--- src/rtl/target_net_max_scheduler.sv ---
// Sequential max/argmax search over a buffered set of fp32 Q-values, time-sharing one
// external fp32 adder (operated as a subtractor) for the magnitude comparisons.
module target_net_max_scheduler #(
  parameter int DATA_WIDTH            = 32,
  parameter int NUMBER_OF_OUTPUT_NODE = 3,
  parameter int INDEX_WIDTH           = 2
) (
  input  logic                   clk,
  input  logic                   rst,
  input  logic                   i_valid,
  input  logic [DATA_WIDTH-1:0]  i_data,
  output logic                   o_ready,
  output logic                   o_add_valid,
  output logic [DATA_WIDTH-1:0]  o_add_a,
  output logic [DATA_WIDTH-1:0]  o_add_b,
  input  logic                   i_add_valid,
  input  logic [DATA_WIDTH-1:0]  i_add_data,
  output logic                   o_valid,
  output logic [DATA_WIDTH-1:0]  o_data,
  output logic [INDEX_WIDTH-1:0] o_index,
  output logic [2:0]             o_dbg_state
);

  // Handshake: a beat transfers on a rising clk edge where i_valid && o_ready; when
  // o_ready is low the beat is dropped, never stalled or buffered.
  localparam int DEPTH = (NUMBER_OF_OUTPUT_NODE > 1) ? NUMBER_OF_OUTPUT_NODE : 2;
  localparam logic [INDEX_WIDTH-1:0] LAST = INDEX_WIDTH'(NUMBER_OF_OUTPUT_NODE - 1);

  typedef enum logic [2:0] {
    S_IDLE  = 3'd0,
    S_LOAD  = 3'd1,
    S_ISSUE = 3'd2,
    S_WAIT  = 3'd3,
    S_DONE  = 3'd4
  } state_t;

  state_t                 state_q;
  logic [DATA_WIDTH-1:0]  buf_q [DEPTH];
  logic [DATA_WIDTH-1:0]  buf_d [DEPTH];
  logic [INDEX_WIDTH-1:0] cnt_q;
  logic [INDEX_WIDTH-1:0] k_q;
  logic [INDEX_WIDTH-1:0] k_d;
  logic [DATA_WIDTH-1:0]  max_q;
  logic [DATA_WIDTH-1:0]  max_d;
  logic [INDEX_WIDTH-1:0] idx_q;
  logic [INDEX_WIDTH-1:0] idx_d;
  logic                   add_valid_q;
  logic [DATA_WIDTH-1:0]  add_a_q;
  logic [DATA_WIDTH-1:0]  add_b_q;
  logic                   valid_q;
  logic [DATA_WIDTH-1:0]  data_q;
  logic [INDEX_WIDTH-1:0] index_q;
  logic                   accept;
  logic                   cand_wins;

  function automatic logic [DATA_WIDTH-1:0] negate(input logic [DATA_WIDTH-1:0] v);
    return {~v[DATA_WIDTH-1], v[DATA_WIDTH-2:0]};
  endfunction

  assign o_ready     = ((state_q == S_IDLE) || (state_q == S_LOAD)) && !rst;
  assign accept      = i_valid && o_ready;
  assign o_add_valid = add_valid_q;
  assign o_add_a     = add_a_q;
  assign o_add_b     = add_b_q;
  assign o_valid     = valid_q;
  assign o_data      = data_q;
  assign o_index     = index_q;
  assign o_dbg_state = state_q;

  // A strictly positive difference means the candidate wins; +0/-0 keeps the older index.
  assign cand_wins = !i_add_data[DATA_WIDTH-1] && (|i_add_data[DATA_WIDTH-2:0]);

  always_comb begin
    buf_d = buf_q;
    if (accept) buf_d[cnt_q] = i_data;
    k_d   = k_q + 1'b1;
    max_d = cand_wins ? buf_q[k_q] : max_q;
    idx_d = cand_wins ? k_q : idx_q;
  end

  always_ff @(posedge clk) begin
    if (rst) begin
      state_q     <= S_IDLE;
      cnt_q       <= '0;
      k_q         <= '0;
      max_q       <= '0;
      idx_q       <= '0;
      add_valid_q <= 1'b0;
      add_a_q     <= '0;
      add_b_q     <= '0;
      valid_q     <= 1'b0;
      data_q      <= '0;
      index_q     <= '0;
    end else begin
      add_valid_q <= 1'b0;
      valid_q     <= 1'b0;
      case (state_q)
        S_IDLE, S_LOAD: begin
          if (accept) begin
            buf_q <= buf_d;
            if (cnt_q == LAST) begin
              cnt_q <= '0;
              max_q <= buf_d[0];
              idx_q <= '0;
              k_q   <= INDEX_WIDTH'(1);
              if (NUMBER_OF_OUTPUT_NODE == 1) begin
                state_q <= S_DONE;
              end else begin
                // Operands are launched together with the ISSUE state so the pulse lands in it.
                state_q     <= S_ISSUE;
                add_valid_q <= 1'b1;
                add_a_q     <= buf_d[1];
                add_b_q     <= negate(buf_d[0]);
              end
            end else begin
              cnt_q   <= cnt_q + 1'b1;
              state_q <= S_LOAD;
            end
          end
        end
        S_ISSUE: state_q <= S_WAIT;
        S_WAIT: begin
          if (i_add_valid) begin
            max_q <= max_d;
            idx_q <= idx_d;
            if (k_q == LAST) begin
              state_q <= S_DONE;
            end else begin
              k_q         <= k_d;
              state_q     <= S_ISSUE;
              add_valid_q <= 1'b1;
              add_a_q     <= buf_q[k_d];
              add_b_q     <= negate(max_d);
            end
          end
        end
        S_DONE: begin
          valid_q <= 1'b1;
          data_q  <= max_q;
          index_q <= idx_q;
          state_q <= S_IDLE;
        end
        default: state_q <= S_IDLE;
      endcase
    end
  end

endmodule

--- config.mk ---
export PLATFORM = sky130hd
export DESIGN_NAME = target_net_max_scheduler
export DESIGN_NICKNAME = d
export VERILOG_FILES = /design/src/rtl/target_net_max_scheduler.sv
export SDC_FILE = /design/constraint.sdc
export NUM_CORES = 1
export LEC_CHECK = 0
export BUFFER_PORTS_ARGS = -buffer_cell sky130_fd_sc_hd__buf_2
export CAP_MARGIN = 20
export CORE_AREA = 2 2 107 213
export DETAILED_ROUTE_END_ITERATION = 8
export DIE_AREA = 0 0 109 215
export GPL_TIMING_DRIVEN = 0
export PLACE_DENSITY = 0.73
export SLEW_MARGIN = 20
export SYNTH_ARGS = -nofsm -noshare
export SYNTH_HDL_FRONTEND = slang
export SYNTH_SLANG_ARGS = --single-unit
--- constraint.sdc ---
create_clock -name clk -period 3.55 [get_ports clk]
set_input_delay 0.5325 -clock clk [delete_from_list [all_inputs] [get_ports clk]]
set_output_delay 0.5325 -clock clk [all_outputs]
set_load 0.01 [all_outputs]
==> impl_metrics.py <==
metrics = {
    "power_and_ir_drop": {
        "vdd_drop_max_v": 0.000399,
        "power.density_mw_per_mm2": 417,
        "p_leak_nw": 5.24,
    },
    "die": {
        "start_util_pct": 51.2,
        "core_mm2": 0.0219,
        "die_h_um": 215,
        "fp.dieW_um": 109,
        "rows": 77,
        "fp.dieArea_mm2": 0.0234,
        "ios": 172,
    },
    "worst_hold_path": {
        "hp-start": "i_data[27]",
        "hold_path.class": "in -> reg",
        "min_delay_path_depth": 1,
    },
    "clock_tree": {
        "clkTransAtPathRegs_ns": 0.07,
        "clock_sinks": 237,
        "ctsResizeCount": 5,
        "cts_hold_buf": 0,
        "cts.htree.levels": 1,
        "numCtsBuffers": 21,
        "post_cts_buffers": 0,
        "clk_path_buf_depth": 3,
        "clk_latency_ns": 0.52,
        "tritoncts": "built",
        "cts-root-buf": "clkbuf_16",
    },
    "drt": {
        "wl_per_cell_um": 19.4,
        "drtIter0Drc": 708,
        "vias_per_cell": 5.80,
        "drc": 0,
        "first_pass_iters": 6,
        "finalWirelength_mm": 31.4,
        "vias": 9403,
        "ant_nets": 0,
    },
    "job": {
        "drv_cap": 0,
    },
    "timing": {
        "period_needed_ns": 3.24,
        "slew_violations": 0,
        "setup_viol": 0,
        "relSlewSlack_pct": 38.3,
        "worst_slack_ns": 0.308,
        "tightest_slew_ns": 0.920,
        "final_hold_viol_count": 0,
        "worst_hold_slack_ns": 0.220,
        "fmax_ghz": 0.308,
        "rsz0062_at_grt": "false",
        "skew_ns": 0.0145,
        "finalCritPeriodShare_pct": 91.3,
    },
    "critical_path": {
        "cp-end-kind": "flip-flop",
        "ff2ff_path_depth": 11,
        "crit_chain": "clkbuf_1, buf_2, clkinv_1, clkbuf_2, ha_1, nand4b_1, nor3_1, nor2_1, clkbuf_1, a221o_1, o2bb2ai_1",
        "worst_setup_path_start_kind": "flip-flop",
        "crit_path_top_delay_cell": "buf_2",
        "rr_endpoint": "o_add_b[8]",
        "arrival_ns": 3.68,
        "critPathMaxFanout": 10,
        "cp_slowest_stage_delay_ns": 0.34,
        "rr_startpoint": "k_q[0]",
        "ff2ff_setup_slack_ns": 0.31,
        "crit_type": "reg -> reg",
        "cp_common_cell": "clkbuf_1",
        "crit_family": "buffers and inverters",
        "cp.depth": 11,
        "worstPathRequired_ns": 3.99,
        "path_buf_inv": 5,
    },
    "global_routing": {
        "grt_pass1_vias": 9271,
        "antenna_found_initial": 0,
        "grt_overflow": 0,
        "grt_pass1_wl_mm": 49.5,
        "globalRouteTotalUtil_pct": 26.7,
        "grt_start_max_net_pins": 28,
    },
    "synth": {
        "synth.ff_latch_count": 237,
        "synthCells": 1134,
        "yosys_warnings": 0,
        "synth_enable_flop_cells": 96,
        "yosysTopAreaCell": "edfxtp_1",
        "syn_area_mm2": 0.0112,
        "synth_nets": 1203,
        "netlist.area_leader.share_pct": 25.8,
        "avgSynthCellArea_um2": 9.87,
        "seq_area_frac_synth_pct": 51.0,
        "ys_types": 43,
        "synthTopCellsByArea": "edfxtp_1 26%, dfxtp_1 25%, mux2_2 6.3%",
        "synth-async-reset-ratio_pct": 0,
        "dominantRegCellSynth": "dfxtp_1",
    },
    "finish": {
        "fin_nets": 1400,
        "syn_to_final_growth_pct": 17.2,
        "layout-drive-gt1-share_pct": 24.1,
        "antenna_cells": 0,
    },
    "placement": {
        "dp_slack_ns": -0.664,
        "hpwl_mm": 24.2,
        "portBuffers": 171,
        "gp_congestion": 0.863,
    },
    "run_status": {
        "status": "finished, final reports clean",
    },
}
layout by cell type (no fill, tap or decap), types with 8 or more instances in the layout:
cell,synthesis,final
clkbuf_1,87,86
a21o_1,31,31
nor4_1,8,8
o211ai_1,18,18
o2bb2ai_1,31,31
nand2_1,139,139
dfxtp_1,141,141
a221o_1,31,31
nor3_1,34,34
clkbuf_16,0,21
a21oi_1,101,101
edfxtp_1,96,96
mux2_2,63,63
buf_2,6,179
clkbuf_2,0,8
o221ai_1,23,23
mux2i_1,64,64
o221a_2,32,32
nor2_1,164,163
o21ai_0,25,25
worst max-delay path by stage:
| stage | startpoint | to | slack (ns) |
|---|---|---|---|
| 2_1_floorplan | k_q[0] | o_add_a[15] | 0.50 |
| 3_3_place_gp | k_q[0] | o_add_a[16] | -0.66 |
| 3_5_place_dp | k_q[0] | o_add_a[15] | -0.66 |
| 4_1_cts | k_q[0] | o_add_a[5] | 0.06 |
| 5_1_grt | k_q[0] | o_add_b[26] | 0.02 |
| 6_report | k_q[0] | o_add_b[8] | 0.31 |
synthesized netlist by cell type (2+ instances only):
cell / number
nor2_1: 164
dfxtp_1: 141
nand2_1: 139
a21oi_1: 101
edfxtp_1: 96
clkbuf_1: 87
mux2i_1: 64
mux2_2: 63
nor3_1: 34
o221a_2: 32
a21o_1: 31
a221o_1: 31
o2bb2ai_1: 31
o21ai_0: 25
o221ai_1: 23
o211ai_1: 18
nor4_1: 8
buf_2: 6
buf_1: 5
inv_1: 4
nand2b_1: 3
a211oi_1: 2
and3_1: 2
and4_1: 2
nor2b_1: 2
o32ai_1: 2
or3_1: 2
routing by layer:
metal / wire (um) / part of all wire (%) / GRT usage (%)
met1: 12900 / 41 / 35.0
met2: 15400 / 49 / 45.0
met3: 2120 / 6.7 / 3.00
met4: 1010 / 3.2 / 9.57
met5: 0 / 0 / 0
cell families after synthesis:
logic type | share of synthesized area, %
compound gates | 19.8
fa+ha+maj | 0.112
buf+inv | 3.59
flops | 51.0
mux | 12.2
simple gates | 13.3
area by class of cell:
type                    instances  area (um^2)
inverters                       5         22.5
clock buffers                  31          593
multi-input cells             793         5100
fillers                      1865         8760
flip-flops and latches        237         5710
clock inverters                 6         32.5
well taps                     276          345
repair buffers                174          916
plain buffers                  99          399
report_power, final:
part	internal (mW)	leakage, nW	switching [mW]
Combinational	0.155	2.91	0.211
Sequential	2.89	2.02	0.0514
Clock	1.16	0.310	0.998
Total	4.21	5.24	1.26
stage by stage:
step,utilization (%),total power [mW],std cells,setup TNS (ns),cell area [um^2]
after floorplan,-,3.21,1134,0,11200
final,60.0,5.47,1621,0,13100
after detailed placement,57.0,3.36,1584,-26.10,12500
after global placement,56.7,3.34,1581,-38.43,12400
after CTS,59.9,5.49,1621,0,13100
after global routing,60.0,5.63,1621,0,13100
Power figures use the tool's default switching activity.
